==> src/rtl/posit_normalize_es3.sv <==
// -----------------------------------------------------------------------------
// posit_normalize_es3
// Three-stage posit packer for 32-bit, es=3 posits. Takes a serialized value
// {sgn, scale, fraction, inf, zero} and produces the encoded 32-bit posit word
// with round-to-nearest-even, maxpos/minpos saturation and sign application.
//
// Pipeline:
//   S1 decode      : clamp scale to [-240, 240], split into regime k and exponent e
//   S2 pack        : build regime/exponent/fraction string, extract body/guard/sticky
//   S3 round/sign  : RNE increment (never past maxpos), two's complement for sign
// All stages advance together on adv = ~out_valid | out_ready.
//
// Ports:
//   clk        in   1   clock, all state on rising edge
//   reset      in   1   asynchronous, active-high reset
//   in_valid   in   1   in_data valid
//   in_ready   out  1   block accepts in_data this cycle (combinational, = adv)
//   in_data    in   38  {sgn[37], scale[36:28], fraction[27:2], inf[1], zero[0]}
//   out_valid  out  1   out_posit valid
//   out_ready  in   1   consumer accepts out_posit
//   out_posit  out  32  encoded posit
// -----------------------------------------------------------------------------
module posit_normalize_es3 (
    input  logic        clk,
    input  logic        reset,
    input  logic        in_valid,
    output logic        in_ready,
    input  logic [37:0] in_data,
    output logic        out_valid,
    input  logic        out_ready,
    output logic [31:0] out_posit
);

    localparam int NBITS                      = 32;
    localparam int ES                         = 3;
    localparam int POSIT_SERIALIZED_WIDTH_ES3 = 38;

    localparam logic signed [8:0] SCALE_MAX_C = 9'sd240;
    localparam logic signed [8:0] SCALE_MIN_C = -9'sd240;
    localparam logic [30:0]       BODY_MAX_C  = 31'h7FFF_FFFF;

    // ------------------------------------------------------------------
    // Pipeline enable
    // ------------------------------------------------------------------
    logic adv_s;

    assign adv_s    = ~out_valid | out_ready;
    assign in_ready = adv_s;

    // ------------------------------------------------------------------
    // S1 decode (combinational front end)
    // ------------------------------------------------------------------
    logic signed [8:0] scale_s;
    logic signed [8:0] scale_clamp_s;
    logic        [5:0] k_s;
    logic        [2:0] e_s;

    assign scale_s = in_data[36:28];

    // Clamp scale so the regime never exceeds the word: results never round to 0 or inf.
    always_comb begin
        scale_clamp_s = scale_s;
        if (scale_s > SCALE_MAX_C) begin
            scale_clamp_s = SCALE_MAX_C;
        end else if (scale_s < SCALE_MIN_C) begin
            scale_clamp_s = SCALE_MIN_C;
        end else begin
            scale_clamp_s = scale_s;
        end
    end

    // k = scale >>> 3 is simply the top six bits of the clamped scale.
    assign k_s = scale_clamp_s[8:3];
    assign e_s = scale_clamp_s[2:0];

    logic        s1_valid_r;
    logic        s1_sgn_r;
    logic        s1_inf_r;
    logic        s1_zero_r;
    logic [5:0]  s1_k_r;
    logic [2:0]  s1_e_r;
    logic [25:0] s1_frac_r;

    // S1 valid bit: loads the handshake result whenever the pipe advances.
    always_ff @(posedge clk or posedge reset) begin
        if (reset) begin
            s1_valid_r <= 1'b0;
        end else if (adv_s) begin
            s1_valid_r <= in_valid;
        end
    end

    // S1 data: captured only for an accepted word.
    always_ff @(posedge clk or posedge reset) begin
        if (reset) begin
            s1_sgn_r  <= 1'b0;
            s1_inf_r  <= 1'b0;
            s1_zero_r <= 1'b0;
            s1_k_r    <= 6'd0;
            s1_e_r    <= 3'd0;
            s1_frac_r <= 26'd0;
        end else if (adv_s && in_valid) begin
            s1_sgn_r  <= in_data[37];
            s1_inf_r  <= in_data[1];
            s1_zero_r <= in_data[0];
            s1_k_r    <= k_s;
            s1_e_r    <= e_s;
            s1_frac_r <= in_data[27:2];
        end
    end

    // ------------------------------------------------------------------
    // S2 pack
    // ------------------------------------------------------------------
    // The regime run is produced by sign-extending a seed:
    //   k >= 0 : seed 10.e.f shifted right by k      -> k+1 ones, then 0
    //   k <  0 : seed 01.e.f shifted right by -k-1   -> -k zeros, then 1
    // -k-1 equals ~k in two's complement. The 64-bit field keeps every shifted
    // bit, so truncated regime/exponent/fraction bits land in guard/sticky.
    logic signed [63:0] seed_s;
    logic        [5:0]  shamt_s;
    logic        [63:0] shifted_s;
    logic        [30:0] body_s;
    logic               guard_s;
    logic               sticky_s;

    // Select seed pattern and shift distance by regime sign.
    always_comb begin
        seed_s  = 64'sd0;
        shamt_s = 6'd0;
        if (s1_k_r[5] == 1'b0) begin
            seed_s  = {2'b10, s1_e_r, s1_frac_r, 33'd0};
            shamt_s = s1_k_r;
        end else begin
            seed_s  = {2'b01, s1_e_r, s1_frac_r, 33'd0};
            shamt_s = ~s1_k_r;
        end
    end

    assign shifted_s = seed_s >>> shamt_s;
    assign body_s    = shifted_s[63:33];
    assign guard_s   = shifted_s[32];
    assign sticky_s  = |shifted_s[31:0];

    logic        s2_valid_r;
    logic        s2_sgn_r;
    logic        s2_inf_r;
    logic        s2_zero_r;
    logic [30:0] s2_body_r;
    logic        s2_guard_r;
    logic        s2_sticky_r;

    // S2 valid bit.
    always_ff @(posedge clk or posedge reset) begin
        if (reset) begin
            s2_valid_r <= 1'b0;
        end else if (adv_s) begin
            s2_valid_r <= s1_valid_r;
        end
    end

    // S2 data: packed body plus rounding information.
    always_ff @(posedge clk or posedge reset) begin
        if (reset) begin
            s2_sgn_r    <= 1'b0;
            s2_inf_r    <= 1'b0;
            s2_zero_r   <= 1'b0;
            s2_body_r   <= 31'd0;
            s2_guard_r  <= 1'b0;
            s2_sticky_r <= 1'b0;
        end else if (adv_s && s1_valid_r) begin
            s2_sgn_r    <= s1_sgn_r;
            s2_inf_r    <= s1_inf_r;
            s2_zero_r   <= s1_zero_r;
            s2_body_r   <= body_s;
            s2_guard_r  <= guard_s;
            s2_sticky_r <= sticky_s;
        end
    end

    // ------------------------------------------------------------------
    // S3 round and sign
    // ------------------------------------------------------------------
    logic        round_up_s;
    logic [30:0] body_rnd_s;
    logic [31:0] mag_s;
    logic [31:0] result_s;

    // maxpos never increments, so the rounded body cannot carry into the sign bit.
    assign round_up_s = s2_guard_r & (s2_body_r[0] | s2_sticky_r) & (s2_body_r != BODY_MAX_C);
    assign body_rnd_s = s2_body_r + {30'd0, round_up_s};
    assign mag_s      = {1'b0, body_rnd_s};

    // Special values override the packed magnitude; inf wins over zero.
    always_comb begin
        result_s = 32'd0;
        if (s2_inf_r) begin
            result_s = 32'h8000_0000;
        end else if (s2_zero_r) begin
            result_s = 32'h0000_0000;
        end else if (s2_sgn_r) begin
            result_s = ~mag_s + 32'd1;
        end else begin
            result_s = mag_s;
        end
    end

    // S3 valid bit drives out_valid directly.
    always_ff @(posedge clk or posedge reset) begin
        if (reset) begin
            out_valid <= 1'b0;
        end else if (adv_s) begin
            out_valid <= s2_valid_r;
        end
    end

    // S3 data: output word, held through stalls and bubbles.
    always_ff @(posedge clk or posedge reset) begin
        if (reset) begin
            out_posit <= 32'd0;
        end else if (adv_s && s2_valid_r) begin
            out_posit <= result_s;
        end
    end

endmodule
==> config.mk <==
export PLATFORM = sky130hd
export DESIGN_NAME = posit_normalize_es3
export DESIGN_NICKNAME = d
export VERILOG_FILES = /design/src/rtl/posit_normalize_es3.sv
export SDC_FILE = /design/constraint.sdc
export NUM_CORES = 1
export LEC_CHECK = 0
export BUFFER_PORTS_ARGS = -buffer_cell sky130_fd_sc_hd__buf_4
export CAP_MARGIN = 20
export CORE_AREA = 2 2 141 143
export CTS_CLUSTER_SIZE = 40
export DETAILED_ROUTE_END_ITERATION = 6
export DIE_AREA = 0 0 143 145
export REMOVE_ABC_BUFFERS = 1
export SETUP_SLACK_MARGIN = 0.1
export SLEW_MARGIN = 0
export SYNTH_ARGS = -nofsm -noshare
export SYNTH_HDL_FRONTEND = slang
export SYNTH_SLANG_ARGS = --single-unit
==> constraint.sdc <==
create_clock -name clk -period 3.86 [get_ports clk]
set_input_delay 0.193 -clock clk [delete_from_list [all_inputs] [get_ports clk]]
set_output_delay 0.193 -clock clk [all_outputs]
set_load 0.1 [all_outputs]
==> impl_metrics.py, run 1 <==
metrics = {
    "global_routing": {
        "overflow": 0,
        "grt_first_pass_wirelength_um": 37500,
        "grt_start_max_net_pins": 46,
        "grt_antenna_before_repair": 0,
        "grt_pass1_vias": 7120,
        "gr-usage-all-layers_pct": 22.5,
    },
    "sta": {
        "finalCritPeriodShare_pct": 92.5,
        "final-setup-viol-count": 0,
        "fin_worst_hold_slack_ps": 53.8,
        "finalHoldViolations": 0,
        "max_freq_mhz": 280,
        "timing.max_slew.rel_slack_pct": 33.3,
        "final.min_clock_period_ps": 3570,
        "grt_setup_unrepaired": "yes",
        "clock-skew-final_ps": 11.6,
        "timing_worst_slew_pin_value_ps": 993,
        "final_max_slew_viol_count": 0,
    },
    "setup_path": {
        "critical_path.endpoint_type": "flip-flop",
        "worst-endpoint-required_ps": 4090,
        "worst-r2r-setup-slack_ps": 290,
        "arrival_ps": 3800,
        "critPathKind": "flip-flop to flip-flop",
        "worstSetupStartpointType": "flip-flop",
        "critical_path.max_fanout": 8,
    },
    "place": {
        "gp_routability_congestion": 0.970,
        "dp_hpwl_um": 17800,
        "place.port_buffers": 75,
        "placed_cells_incl_taps": 1263,
        "dpl_cell_area_sq_um": 9190,
    },
    "logic_synthesis": {
        "synth_enable_flop_cells": 0,
        "synth_area_sq_um": 8180,
        "synthesis.area_per_instance_sq_um": 8.68,
        "ys_dominant_reg_cell": "sky130_fd_sc_hd__dfrtp_1",
        "number_of_instances_in_the_synthesized_netlist": 943,
        "synth.yosys.seq_area_share_pct": 33.3,
        "ys_seq_elements": 109,
        "synth.lib_cells_used.distinct": 82,
        "ys_async_sr_fraction_pct": 100,
        "synthesis.yosys.warnings": 0,
    },
    "cts": {
        "tritoncts_clock_tree": "built",
        "register_clock_pin_slew_on_the_reported_worst_setup_and_hold_paths_ps": 80,
        "clockRootBuffer": "sky130_fd_sc_hd__clkbuf_16",
        "cts_inserted_buffers": 9,
        "number_of_sinks_driven_by_the_clock_tree": 109,
        "max-clock-path-buffers": 2,
        "insertion_delay_ps": 360,
        "cts.htree.levels": 3,
    },
    "drt": {
        "routed_wl_um": 23200,
        "avgViaCountPerCell": 5.87,
        "route.detailed.wl_per_inst_um": 18.1,
        "drt_pre_antenna_iters": 7,
        "ant_nets": 0,
        "first_iter_violations": 599,
        "via_count": 7533,
        "detail_route.drc_violations": 0,
    },
    "pwr": {
        "power.density_cell_area_nw_per_um2": 888,
        "leakagePower_nw": 3.96,
        "power_switching_w": 0.00442,
        "power.combinational.fraction_pct": 64.7,
        "p_int_w": 0.00410,
        "clock_power_share_pct": 11.5,
        "ir_drop_v": 0.000300,
        "fin_total_pwr_w": 0.00852,
        "seqPwrFrac_pct": 23.8,
        "power.share.switching_pct": 51.8,
    },
    "die": {
        "die_height_um": 145,
        "pin_count": 76,
        "dieArea_sq_um": 20700,
        "num_rows": 51,
        "die-width_um": 143,
        "start_util_pct": 42.6,
        "core_area_sq_um": 19200,
    },
    "worst_hold_path": {
        "hold_path_class": "input pin to flip-flop",
    },
    "layout": {
        "fin_area_sq_um": 9600,
        "insertedDiodeCount": 0,
        "finalNonFillerCells": 1283,
        "finalCoreUtilization_pct": 50.0,
        "final_layout_size_suffix_gt1_share_pct": 22.7,
        "design.final.nets": 1060,
        "flow.area_growth_from_synthesis_pct": 17.3,
    },
    "run": {
        "maxCapViolCount": 0,
    },
    "run_status": {
        "outcome": "completed",
    },
}
## power groups by stage
stage | sequential [W] | combinational (W) | clock [W]
final | 0.00203 | 0.00552 | 0.000980
after detailed placement | 0.00204 | 0.00541 | 0
after floorplan | 0.00300 | 0.00284 | 0
after global routing | 0.00210 | 0.00593 | 0.00105
after global placement | 0.00203 | 0.00539 | 0
after CTS | 0.00202 | 0.00543 | 0.00100
## worst paths after layout
check	from	endpoint	depth (start not counted)
hold / removal	in_data[31]	s1_k_r[0]	2
hold reg to reg	s1_inf_r	s2_inf_r	2
min in group asynchronous	reset	s2_body_r[18]	3
setup / recovery	s2_body_r[10]	out_posit[27]	14
setup reg to reg	s2_body_r[10]	out_posit[27]	14
max in group asynchronous	reset	s2_body_r[10]	4
## routing by layer
layer / part of all wire, % / global-route usage, %
met1: 45 / 30.3
met2: 48 / 37.1
met3: 4.6 / 3.30
met4: 2.7 / 7.38
met5: 0 / 0
## cells by family after synthesis
logic type	synth area share (%)
adders and majority gates	1.38
and+or+nand+nor	19.7
AOI/OAI and AO/OA	23.0
DFF	33.3
muxes	10.1
xor gates and xnor gates	7.11
buffers and inverters	5.35
## state kept, by name, indices dropped and copies added (netlist names), 3 cells and up
| register | count |
|---|---|
| out_posit | 32 |
| s1_e_r | 3 |
| s1_frac_r | 26 |
| s1_k_r | 6 |
| s2_body_r | 31 |
## cell usage in the layout (no fill, tap or decap), types with 5 or more instances in the layout
| cell | count |
|---|---|
| sky130_fd_sc_hd__nor2_1 | 62 |
| sky130_fd_sc_hd__mux2_2 | 35 |
| sky130_fd_sc_hd__or3_1 | 12 |
| sky130_fd_sc_hd__o211ai_1 | 9 |
| sky130_fd_sc_hd__mux4_2 | 6 |
| sky130_fd_sc_hd__xor2_1 | 15 |
| sky130_fd_sc_hd__nand2_1 | 98 |
| sky130_fd_sc_hd__a2bb2oi_1 | 5 |
| sky130_fd_sc_hd__a31oi_1 | 11 |
| sky130_fd_sc_hd__a21o_1 | 8 |
| sky130_fd_sc_hd__nand4_1 | 17 |
| sky130_fd_sc_hd__clkbuf_16 | 9 |
| sky130_fd_sc_hd__o31ai_1 | 5 |
| sky130_fd_sc_hd__nor2b_1 | 7 |
| sky130_fd_sc_hd__o21ai_0 | 79 |
| sky130_fd_sc_hd__dfrtp_1 | 108 |
| sky130_fd_sc_hd__nor4_1 | 8 |
| sky130_fd_sc_hd__a211oi_1 | 8 |
| sky130_fd_sc_hd__maj3_1 | 5 |
| sky130_fd_sc_hd__xnor2_1 | 44 |
| sky130_fd_sc_hd__a21oi_1 | 36 |
| sky130_fd_sc_hd__inv_1 | 19 |
| sky130_fd_sc_hd__buf_4 | 135 |
| sky130_fd_sc_hd__mux2i_1 | 30 |
| sky130_fd_sc_hd__o22ai_1 | 26 |
| sky130_fd_sc_hd__and2_1 | 9 |
| sky130_fd_sc_hd__nand3_1 | 23 |
| sky130_fd_sc_hd__and3_1 | 5 |
| sky130_fd_sc_hd__nor3_1 | 24 |
| sky130_fd_sc_hd__a22oi_1 | 10 |
| sky130_fd_sc_hd__o21ai_1 | 12 |
| sky130_fd_sc_hd__a22o_1 | 22 |
## stage by stage
stage	setup TNS (ps)	setup slack (ps)
2_1_floorplan	-200	-126
3_3_place_gp	0	253
3_5_place_dp	0	175
4_1_cts	0	157
5_1_grt	0	92.3
6_report	0	290
## repair_timing
| item | 4_1_cts | 5_1_grt |
|---|---|---|
| hold buffers | 1 | 0 |
| setup buffers | 0 | 3 |
| resized for setup | 0 | 20 |
| endpoints found under the setup margin | 0 | 16 |
| hold endpoints to repair | 39 | 0 |
## area by class of cell
class                      count  area [sq um]
fill                        1914          9610
timing repair buffer         138          1050
sequential                   109          2730
clock buffer                  14           264
multi-input combinational    735          5100
inverter                      20          77.6
tap                          265           332
clock inverter                 2          38.8
## worst max-delay path, cell delays in order, from the launching register on
cell and delay, ps:
sky130_fd_sc_hd__dfrtp_2 450, sky130_fd_sc_hd__and4_2 290, sky130_fd_sc_hd__nand3_1 120, sky130_fd_sc_hd__nor3_1 50
sky130_fd_sc_hd__a21oi_1 170, sky130_fd_sc_hd__ha_2 240, sky130_fd_sc_hd__nand4_1 130, sky130_fd_sc_hd__or4_4 520
sky130_fd_sc_hd__o21a_4 240, sky130_fd_sc_hd__nor4_4 310, sky130_fd_sc_hd__nand3_4 180, sky130_fd_sc_hd__buf_4 210
sky130_fd_sc_hd__o41ai_4 320, sky130_fd_sc_hd__xnor2_1 150, sky130_fd_sc_hd__o21ai_1 70
## synth_stat cells (4+ instances only)
cell type	number	area, sq um
sky130_fd_sc_hd__a2111oi_0	4	35.0
sky130_fd_sc_hd__a211o_1	4	35.0
sky130_fd_sc_hd__a211oi_1	8	60.1
sky130_fd_sc_hd__a21o_1	8	60.1
sky130_fd_sc_hd__a21oi_1	36	180
sky130_fd_sc_hd__a22o_1	22	193
sky130_fd_sc_hd__a22oi_1	10	75.1
sky130_fd_sc_hd__a2bb2oi_1	5	43.8
sky130_fd_sc_hd__a31oi_1	11	68.8
sky130_fd_sc_hd__and2_1	9	56.3
sky130_fd_sc_hd__and3_1	6	37.5
sky130_fd_sc_hd__and4_1	5	43.8
sky130_fd_sc_hd__buf_1	7	26.3
sky130_fd_sc_hd__buf_2	20	100
sky130_fd_sc_hd__buf_4	7	52.6
sky130_fd_sc_hd__clkbuf_1	43	161
sky130_fd_sc_hd__dfrtp_1	109	2730
sky130_fd_sc_hd__ha_1	5	62.6
sky130_fd_sc_hd__inv_1	20	75.1
sky130_fd_sc_hd__maj3_1	5	50.1
sky130_fd_sc_hd__mux2_2	35	394
sky130_fd_sc_hd__mux2i_1	30	300
sky130_fd_sc_hd__mux4_2	6	135
sky130_fd_sc_hd__nand2_1	99	372
sky130_fd_sc_hd__nand2b_1	4	25.0
sky130_fd_sc_hd__nand3_1	24	120
sky130_fd_sc_hd__nand4_1	17	106
sky130_fd_sc_hd__nand4b_1	4	35.0
sky130_fd_sc_hd__nor2_1	62	233
sky130_fd_sc_hd__nor2b_1	7	43.8
sky130_fd_sc_hd__nor3_1	27	135
sky130_fd_sc_hd__nor4_1	10	62.6
sky130_fd_sc_hd__o211ai_1	9	67.6
sky130_fd_sc_hd__o21ai_0	79	395
sky130_fd_sc_hd__o21ai_1	12	60.1
sky130_fd_sc_hd__o22ai_1	26	163
sky130_fd_sc_hd__o31a_1	4	35.0
sky130_fd_sc_hd__o31ai_1	7	52.6
sky130_fd_sc_hd__or2_2	4	25.0
sky130_fd_sc_hd__or3_1	12	75.1
sky130_fd_sc_hd__xnor2_1	44	385
sky130_fd_sc_hd__xor2_1	15	131
(Power assumes the default switching activity.)
==> run 2: changes to the inputs <==
RECOVER_POWER = 100   (was not set)
==> run 2 against run 1 <==
Against the previous run: the flow now finishes with violations (max-capacitance violations, max-slew violations); sequential cell count stayed put; via count is 0.27% lower; count of clock-buffer cells in the layout stayed put; final area is 1.9% lower; first-iteration DRC count is 1.8% higher; combinational power is 3% lower.
==> impl_metrics.py, run 2 (synthesis gave the netlist of run 1 again) <==
metrics = {
    "run_status": {
        "outcome": "finished with violations",
        "violations_in_the_final_reports": "max-capacitance violations, max-slew violations",
    },
    "cts": {
        "register_clock_pin_slew_on_the_reported_worst_setup_and_hold_paths_ps": 70,
        "max-clock-path-buffers": 2,
        "cts_inserted_buffers": 9,
        "tritoncts_clock_tree": "built",
        "insertion_delay_ps": 360,
        "cts.htree.levels": 3,
        "clockRootBuffer": "sky130_fd_sc_hd__clkbuf_16",
        "number_of_sinks_driven_by_the_clock_tree": 109,
    },
    "sta": {
        "max_freq_mhz": 272,
        "final-setup-viol-count": 0,
        "timing_worst_slew_pin_value_ps": 1780,
        "finalHoldViolations": 0,
        "timing.setup.tns_ps": 0,
        "timing.max_slew.rel_slack_pct": -19.4,
        "finalCritPeriodShare_pct": 95.2,
        "final.min_clock_period_ps": 3670,
        "grt_setup_unrepaired": "yes",
        "clock-skew-final_ps": 11.8,
        "setup_ws_ps": 187,
        "final_max_slew_viol_count": 201,
    },
    "setup_path": {
        "worst-endpoint-required_ps": 4090,
        "worstRegToRegCells": 9,
        "arrival_ps": 3910,
        "cpLargestDelayFamily": "compound AO/OA/AOI/OAI gates",
        "critPathKind": "flip-flop to flip-flop",
        "critical_path.max_fanout": 19,
        "slowest_delay_ps": 890,
        "critical_path.endpoint_type": "flip-flop",
        "cp_cell_sequence": "xnor2_2, nor2_1, clkbuf_1, a22o_1, or3_1, nand4_1, a2111o_1, o41ai_1, a21oi_1",
        "worst_path_bufs_invs": 1,
        "crit_slowest_cell": "sky130_fd_sc_hd__dfrtp_1",
        "worstSetupStartpointType": "flip-flop",
        "terminus_of_the_critical_flop_to_flop_path": "s2_sticky_r",
        "r2r-start": "s1_k_r[5]",
        "worst-r2r-setup-slack_ps": 190,
    },
    "layout": {
        "layout_commonest_cell": "sky130_fd_sc_hd__dfrtp_1",
        "largest_registers": "out_posit: 32 flops, s2_body_r: 31 flops, s1_frac_r: 26 flops",
        "largest_register_ffs": 32,
        "design.final.nets": 1060,
        "flow.area_growth_from_synthesis_pct": 15.1,
        "layout.cells.most_common_list": "sky130_fd_sc_hd__dfrtp_1 (108), sky130_fd_sc_hd__nand2_1 (99), sky130_fd_sc_hd__buf_4 (91)",
        "regMostFlops": "out_posit",
        "final_layout_size_suffix_gt1_share_pct": 17.8,
        "finalCoreUtilization_pct": 49.0,
        "insertedDiodeCount": 0,
    },
    "place": {
        "gp_routability_congestion": 0.970,
        "dp_hpwl_um": 17800,
        "dpl_worst_slack_ps": 175,
        "place.port_buffers": 75,
    },
    "pwr": {
        "power.density_cell_area_nw_per_um2": 888,
        "leakagePower_nw": 3.78,
        "fin_total_pwr_w": 0.00837,
        "ir_drop_v": 0.000302,
    },
    "global_routing": {
        "met1_usage_pct": 30.3,
        "grt_pass1_vias": 7120,
        "overflow": 0,
        "grt_util_met3_pct": 3.30,
        "global_route.usage.met2_pct": 37.1,
        "grt_antenna_before_repair": 0,
        "grt_start_max_net_pins": 46,
        "grt_first_pass_wirelength_um": 37500,
        "gr-usage-all-layers_pct": 22.5,
        "globalRoute.busiestLayer": "met2",
    },
    "drt": {
        "route.detailed.wl_per_inst_um": 18.1,
        "detail_route.drc_violations": 0,
        "avgViaCountPerCell": 5.86,
        "routed_wl_um": 23200,
        "via_count": 7513,
        "drt_pre_antenna_iters": 7,
        "first_iter_violations": 610,
        "ant_nets": 0,
    },
    "die": {
        "die-width_um": 143,
        "start_util_pct": 42.6,
        "die_height_um": 145,
        "core_area_sq_um": 19200,
        "num_rows": 51,
        "pin_count": 76,
        "dieArea_sq_um": 20700,
    },
    "run": {
        "maxCapViolCount": 5,
    },
    "worst_hold_path": {
        "min_delay_path_depth": 2,
        "hold_path_class": "input pin to flip-flop",
        "holdCritStartpoint": "in_data[31]",
        "holdPathEnd": "s1_k_r[0]",
    },
}
==> run 2: changes by cell type in the layout (fill, tap and decap cells not counted), moves of 2 or more <==
cell | before | now
sky130_fd_sc_hd__and2_0 | 1 | 4
sky130_fd_sc_hd__o21ai_1 | 12 | 8
sky130_fd_sc_hd__mux2_1 | 0 | 3
sky130_fd_sc_hd__and2_1 | 9 | 6
sky130_fd_sc_hd__mux2_2 | 35 | 32
sky130_fd_sc_hd__clkbuf_2 | 0 | 2
sky130_fd_sc_hd__buf_4 | 135 | 91
sky130_fd_sc_hd__o21ai_0 | 79 | 83
sky130_fd_sc_hd__clkbuf_1 | 3 | 44
==> run 2: stage by stage <==
step	cells	hold WS (ps)	cell area, sq um
after global routing	1283	52.8	9420
final	1283	52.7	9420
after CTS	1280	42.8	9500
after global placement	1263	278	9190
after floorplan	864	326	7820
after detailed placement	1263	280	9190
==> run 2: power by group <==
part | total [W] | switching, W | internal (W) | leakage [nW]
Clock | 0.000978 | 0.000435 | 0.000543 | 0.147
Combinational | 0.00537 | 0.00351 | 0.00186 | 2.28
Sequential | 0.00202 | 0.000471 | 0.00155 | 1.36
==> run 2: how the worst max path moves through the flow <==
| stage | to | startpoint | cells past startpoint |
|---|---|---|---|
| after global placement | out_posit[27] | s2_body_r[20] | 15 |
| after CTS | out_posit[27] | s2_body_r[10] | 15 |
| final | s2_sticky_r | s1_k_r[5] | 9 |
| after floorplan | s2_sticky_r | s1_k_r[5] | 8 |
| after global routing | s2_sticky_r | s1_k_r[5] | 9 |
| after detailed placement | out_posit[27] | s2_body_r[10] | 15 |
==> run 2: layout make-up <==
type,instances,area [sq um]
flip-flops and latches,109,2730
well taps,265,332
clock inverters,2,38.8
inverters,20,76.3
repair buffers,138,896
fillers,1961,9790
clock buffers,14,264
multi-input cells,735,5080
==> run 2: worst register-to-register path, stage by stage (launching register included) <==
cell	delay [ps]
sky130_fd_sc_hd__dfrtp_1	890
sky130_fd_sc_hd__xnor2_2	350
sky130_fd_sc_hd__nor2_1	170
sky130_fd_sc_hd__clkbuf_1	470
sky130_fd_sc_hd__a22o_1	250
sky130_fd_sc_hd__or3_1	290
sky130_fd_sc_hd__nand4_1	130
sky130_fd_sc_hd__a2111o_1	440
sky130_fd_sc_hd__o41ai_1	430
sky130_fd_sc_hd__a21oi_1	130
==> run 2: what timing repair did <==
| action | 4_1_cts | 5_1_grt |
|---|---|---|
| resized for setup | 0 | 20 |
| endpoints found under the hold margin | 39 | 0 |
| buffers inserted | 0 | 3 |
| hold buffers | 1 | 0 |
| setup endpoints to repair | 0 | 16 |
==> run 2: layer usage <==
| layer | part of all wire, % | wire, um |
|---|---|---|
| met1 | 45 | 10500 |
| met2 | 48 | 11200 |
| met3 | 4.1 | 947 |
| met4 | 2.6 | 598 |
| met5 | 0 | 0 |
